`config.mk`:
```
export PLATFORM = sky130hd
export DESIGN_NAME = compute_unit_pipe
export DESIGN_NICKNAME = d
export VERILOG_FILES = /design/src/rtl/cu_pkg.sv /design/src/rtl/cu_alu.sv /design/src/rtl/compute_unit_pipe.sv
export SDC_FILE = /design/constraint.sdc
export NUM_CORES = 1
export LEC_CHECK = 0
export CAP_MARGIN = 15
export CORE_MARGIN = 2
export CORE_UTILIZATION = 25
export CTS_CLUSTER_SIZE = 14
export DETAILED_ROUTE_END_ITERATION = 12
export PLACE_DENSITY_LB_ADDON = 0.1
export SYNTH_ARGS = -nofsm -noshare
export SYNTH_HDL_FRONTEND = slang
export SYNTH_SLANG_ARGS = --single-unit
```
`constraint.sdc`:
```
create_clock -name clk -period 5.19 [get_ports clk]
set_input_delay 0.7785 -clock clk [delete_from_list [all_inputs] [get_ports clk]]
set_output_delay 0.7785 -clock clk [all_outputs]
set_load 0.03 [all_outputs]
```
`src/rtl/cu_pkg.sv`:
```
// Purpose: shared opcode encoding and instruction-field helpers for the compute unit.
// Latency: n/a (declarations only).
// Backpressure: n/a.
// Contents: OP_* opcode values, opcode field width/position, legal_op() check.
package cu_pkg;

  localparam int OP_W = 4;

  localparam logic [OP_W-1:0] OP_NOP  = 4'h0;
  localparam logic [OP_W-1:0] OP_LOAD = 4'h1;
  localparam logic [OP_W-1:0] OP_ADD  = 4'h2;
  localparam logic [OP_W-1:0] OP_SUB  = 4'h3;
  localparam logic [OP_W-1:0] OP_AND  = 4'h4;
  localparam logic [OP_W-1:0] OP_OR   = 4'h5;
  localparam logic [OP_W-1:0] OP_NOT  = 4'h6;
  localparam logic [OP_W-1:0] OP_XOR  = 4'h7;
  localparam logic [OP_W-1:0] OP_SHL  = 4'h8;
  localparam logic [OP_W-1:0] OP_SHR  = 4'h9;
  localparam logic [OP_W-1:0] OP_READ = 4'hA;

  // The opcode occupies the top OP_W bits, directly above the three register ids.
  function automatic int op_lsb(input int rid_w);
    return 3 * rid_w;
  endfunction

  // Encodings above OP_READ are unassigned and reported as errors.
  function automatic logic legal_op(input logic [OP_W-1:0] op);
    return (op <= OP_READ);
  endfunction

endpackage

```
`src/rtl/cu_alu.sv`:
```
// Purpose: combinational ALU for the compute unit (result, carry, write enable, error).
// Latency: 0 cycles, purely combinational.
// Backpressure: none; the caller decides when the outputs are consumed.
// Ports: op/a/b/imm in; result, carry, wr_en (target write), err (illegal opcode) out.
module cu_alu
  import cu_pkg::*;
#(
  parameter int DATA_W = 8
) (
  input  logic [OP_W-1:0]   op,
  input  logic [DATA_W-1:0] a,
  input  logic [DATA_W-1:0] b,
  input  logic [DATA_W-1:0] imm,
  output logic [DATA_W-1:0] result,
  output logic              carry,
  output logic              wr_en,
  output logic              err
);

  logic [DATA_W:0] sum;
  logic [DATA_W:0] diff;

  // One extra bit captures carry-out for ADD and borrow for SUB.
  assign sum  = {1'b0, a} + {1'b0, b};
  assign diff = {1'b0, a} - {1'b0, b};

  always_comb begin
    result = '0;
    carry  = 1'b0;
    wr_en  = 1'b0;
    err    = !legal_op(op);
    case (op)
      OP_LOAD: begin result = imm;               wr_en = 1'b1; end
      OP_ADD:  begin result = sum[DATA_W-1:0];   carry = sum[DATA_W];  wr_en = 1'b1; end
      OP_SUB:  begin result = diff[DATA_W-1:0];  carry = diff[DATA_W]; wr_en = 1'b1; end
      OP_AND:  begin result = a & b;             wr_en = 1'b1; end
      OP_OR:   begin result = a | b;             wr_en = 1'b1; end
      OP_NOT:  begin result = ~a;                wr_en = 1'b1; end
      OP_XOR:  begin result = a ^ b;             wr_en = 1'b1; end
      OP_SHL:  begin result = {a[DATA_W-2:0], 1'b0}; carry = a[DATA_W-1]; wr_en = 1'b1; end
      OP_SHR:  begin result = {1'b0, a[DATA_W-1:1]}; carry = a[0];        wr_en = 1'b1; end
      OP_READ: begin result = a; end
      default: begin result = '0; end  // NOP and illegal encodings: no write
    endcase
  end

endmodule

```
`src/rtl/compute_unit_pipe.sv`:
```
// Purpose: register-file compute unit, 2-stage pipeline (S1 decode latch, S2 execute/writeback).
// Latency: result valid 2 edges after accept (accept edge included); 1 instruction/cycle.
// Backpressure: a held, unconsumed result freezes S1, S2 and the register file; instr_ready drops.
// Ports: clk, rstn (async active-low); instr_valid/instr_ready/instruction in;
//        res_valid/res_ready with res_data, res_reg_id, res_zero, res_carry, res_err out.
module compute_unit_pipe
  import cu_pkg::*;
#(
  parameter  int DATA_W   = 8,
  parameter  int NUM_REGS = 16,
  localparam int RID_W    = $clog2(NUM_REGS),
  localparam int INSTR_W  = OP_W + 3 * RID_W
) (
  input  logic               clk,
  input  logic               rstn,
  input  logic               instr_valid,
  output logic               instr_ready,
  input  logic [INSTR_W-1:0] instruction,
  output logic               res_valid,
  input  logic               res_ready,
  output logic [DATA_W-1:0]  res_data,
  output logic [RID_W-1:0]   res_reg_id,
  output logic               res_zero,
  output logic               res_carry,
  output logic               res_err
);

  localparam int OP_LSB = op_lsb(RID_W);

  logic [DATA_W-1:0] rf [NUM_REGS];

  logic              s1_vld;
  logic [OP_W-1:0]   s1_op;
  logic [RID_W-1:0]  s1_tgt;
  logic [RID_W-1:0]  s1_src0;
  logic [RID_W-1:0]  s1_src1;
  logic [DATA_W-1:0] s1_imm;

  logic [2*RID_W-1:0] imm_raw;
  logic [DATA_W-1:0]  imm_ext;
  logic               stall;
  logic               s1_has_res;

  logic [DATA_W-1:0] alu_result;
  logic              alu_carry;
  logic              alu_wr_en;
  logic              alu_err;

  assign stall       = res_valid && !res_ready;
  assign instr_ready = !stall;

  // Immediate is the two source-id fields taken together, resized to the data width.
  assign imm_raw = instruction[2*RID_W-1:0];
  assign imm_ext = DATA_W'(imm_raw);

  // NOP consumes its slot but never produces a result.
  assign s1_has_res = s1_vld && (s1_op != OP_NOP);

  cu_alu #(
    .DATA_W (DATA_W)
  ) u_alu (
    .op     (s1_op),
    .a      (rf[s1_src0]),
    .b      (rf[s1_src1]),
    .imm    (s1_imm),
    .result (alu_result),
    .carry  (alu_carry),
    .wr_en  (alu_wr_en),
    .err    (alu_err)
  );

  // S1: decode latch.
  always_ff @(posedge clk or negedge rstn) begin
    if (!rstn) begin
      s1_vld  <= 1'b0;
      s1_op   <= OP_NOP;
      s1_tgt  <= '0;
      s1_src0 <= '0;
      s1_src1 <= '0;
      s1_imm  <= '0;
    end else if (!stall) begin
      s1_vld <= instr_valid;
      if (instr_valid) begin
        s1_op   <= instruction[INSTR_W-1:OP_LSB];
        s1_tgt  <= instruction[3*RID_W-1:2*RID_W];
        s1_src0 <= instruction[2*RID_W-1:RID_W];
        s1_src1 <= instruction[RID_W-1:0];
        s1_imm  <= imm_ext;
      end
    end
  end

  // S2 writeback. Sources are read combinationally in the same cycle, so the next
  // instruction sees this write and tgt==src uses the old value.
  always_ff @(posedge clk or negedge rstn) begin
    if (!rstn) begin
      for (int i = 0; i < NUM_REGS; i++) begin
        rf[i] <= '0;
      end
    end else if (!stall && s1_vld && alu_wr_en) begin
      rf[s1_tgt] <= alu_result;
    end
  end

  // S2 result register; reloads on the same edge the previous result is consumed.
  always_ff @(posedge clk or negedge rstn) begin
    if (!rstn) begin
      res_valid  <= 1'b0;
      res_data   <= '0;
      res_reg_id <= '0;
      res_zero   <= 1'b0;
      res_carry  <= 1'b0;
      res_err    <= 1'b0;
    end else if (!stall) begin
      res_valid <= s1_has_res;
      if (s1_has_res) begin
        res_data   <= alu_result;
        res_zero   <= (alu_result == '0);
        res_carry  <= alu_carry;
        res_err    <= alu_err;
        res_reg_id <= (s1_op == OP_READ) ? s1_src0 : s1_tgt;
      end
    end
  end

endmodule

```
==> reports/results.txt <==
status -> complete, no violations
CTS root buf -> clkbuf_16
Routed Wire Length -> 36300 um
register area share after synthesis -> 39.5%
commonest non-fill, non-tap cell in the layout -> dfrtp_1
Core Region -> 40000 um2
Crit Path Max Fanout -> 15
WL met1 -> 17400 um
clock skew -> 9.85 ps
post-route ant nets -> 0
largest net degree at the start of global routing -> 85
top-area cell type share of the netlist area -> 39.5%
CTS tree -> done
min Tclk post-route -> 4720 ps
async set-reset flop share out of synthesis -> 100%
Net Sw Frac -> 43.3%
most frequent cells in the layout -> dfrtp_1 (157), mux2_2 (92), nor2_1 (85)
combinational share of power -> 51.7%
row count -> 73
CTS resizes -> 0
Fmax -> 0.212 GHz
top cells by area, synth -> dfrtp_1 (40%), mux4_2 (13%), mux2_2 (10%)
Post-Syn Area -> 10200 um2
top sig layer -> met4
Hold Vio Cnt, Final -> 0
max_slew headroom -> 25.8%
area of the die -> 42400 um2
first-pass GRT wire length -> 54600 um
Inserted Diodes -> 0
cells after synthesis -> 899
Overflow after GRT -> 0
Syn Nets -> 945
unrepaired setup endpoints after global routing -> no
Via Count -> 7607
H-tree depth -> 4
worst hold path class -> in2async
commonest register cell after synthesis -> dfrtp_1
Post-DP HPWL -> 25500 um
Post-route DRC -> 0
setup TNS -> 0 ps
Synth Area per Inst -> 11.3 um2
internal power -> 4300 uW
Slew Limit Fails -> 0
crit path launch type -> flop
routed wl met3 -> 1400 um
DRT iter0 DRCs -> 663
actual slew at the worst max-slew pin -> 1110 ps
Starting Density -> 25.5%
clk sinks -> 161
CTS buffer count -> 17
Avg WL per Cell -> 24.8 um
NetSw -> 3280 uW
Worst EP arrival -> 5060 ps
number of synthesized flops with an enable pin -> 0
number of synthesized register bits -> 161
peak supply drop -> 195 uV
GP Congestion -> 0.894
share of post-route cells with drive strength above 1 -> 27.0%
IO Pins -> 37
PD cells -> 638 nW/um2
met2 routed WL -> 16900 um
height of the die -> 206 um
Port Buffer Count -> 36
number of setup buffers added after CTS -> 0
Skew-Pair Late Insertion Delay -> 440 ps
largest area contributor in the netlist -> dfrtp_1
initial antenna violation count -> 1
hold bufs inserted after CTS -> 0
Ys Warns -> 0
vias per cell -> 5.20
CTS clk-pin slew, worst paths -> 70 ps
GR Util All Layers -> 17.9%
Lkg Pwr -> 0.00502 uW
Clk pwr share -> 18.0%
Flop pwr share -> 30.2%
P&R area growth vs syn -> 16.6%
Longest Clk Path Bufs -> 2
# nets final -> 971
Die X -> 206 um
vias in the first global route -> 7692
# setup viols final -> 0
Unique masters post-synth -> 69
Fin Hold WS -> 405 ps
Max-cap violations -> 0
Setup crit end kind -> flop
Crit Path Class -> reg2reg
period utilization -> 91.0%
drt first pass iters -> 5
Critical Path RT -> 5530 ps
## registers in the layout, indices dropped and copies added (netlist names), 3 cells and up
register / flops
rf: 128
res_data: 8
res_reg_id: 4
s1_src1: 3
s1_op: 4
s1_tgt: 4
s1_src0: 4
## layer usage
metal	up-vias	track usage [%]
met5	-	0
met4	0	4.29
met2	177	28.5
met1	3996	25.5
li1	3411	-
met3	23	2.93
## stage by stage
stage | setup slack, ps | std cells | power [uW] | util [%] | instance area, um2
floorplan | 376 | 899 | 4860 | - | 10200
global placement | 392 | 1431 | 6260 | 28.1 | 11300
detailed placement | 449 | 1431 | 6230 | 28.1 | 11300
CTS | 415 | 1463 | 7640 | 29.7 | 11900
global route | 57.2 | 1463 | 8130 | 29.7 | 11900
finish | 467 | 1463 | 7580 | 29.7 | 11900
## critical path, stage by stage, from the launching register on
cell and delay, ps:
dfrtp_2 680, mux4_2 560, a22o_1 230, a21oi_1 510, inv_1 240, ha_1 250
a211oi_1 300, nor2_1 120, a221o_1 360, nand2_1 90, o2111ai_1 140, or4_1 410
or4_1 520, o41ai_2 200
## synthesized netlist by cell type, types with 4 or more instances
library cell,instances
dfrtp_1,161
mux2_2,92
nor2_1,85
nand2_1,68
a21oi_1,64
mux4_2,61
clkbuf_1,52
o21ai_0,41
inv_1,26
ha_1,24
mux2i_1,22
mux4_1,18
nor2b_1,14
nor3_1,12
buf_2,10
buf_1,9
nand2b_1,8
a22oi_1,7
and2_1,7
o22ai_1,7
a221oi_1,6
nor4_1,6
a31oi_1,5
nand3_1,5
a211oi_1,4
a32o_1,4
a32oi_1,4
and3_1,4
nor3b_1,4
or4_1,4
## worst paths after layout
kind                             from       end  slack (ps)  cells past startpoint
hold / removal                   rstn    rf[86]         400                      1
min in group clk              res_err   res_err         480                      2
max in group asynchronous        rstn    s1_vld        3760                      2
hold reg to reg               res_err   res_err         480                      2
setup reg to reg           s1_src0[0]  res_zero         470                     13
setup / recovery           s1_src0[0]  res_zero         470                     13
## kinds of logic after synthesis
| group | Yosys count | share of synthesized area, % |
|---|---|---|
| simple gates | 235 | 10.9 |
| mux | 194 | 30.6 |
| compound gates | 175 | 10.8 |
| flops | 161 | 39.5 |
| buf+inv | 104 | 4.53 |
| fa+ha+maj | 26 | 3.34 |
| xor+xnor | 4 | 0.344 |
## final cells by class
cell class / count / area [um2]
Clock buffer: 18 / 429
Clock inverter: 14 / 198
Fill cell: 4133 / 28100
Inverter: 27 / 101
Multi-Input combinational cell: 634 / 5730
Sequential cell: 161 / 4030
Tap cell: 525 / 657
Timing Repair Buffer: 84 / 734
## power by group through the flow
stage               clock network [uW]  logic, uW  registers [uW]
floorplan                            0       2720            2130
global placement                     0       3940            2320
global route                      1470       4290            2380
finish                            1370       3920            2290
detailed placement                   0       3920            2320
CTS                               1410       3930            2290
Note: power is estimated with default switching activity, not from simulation.
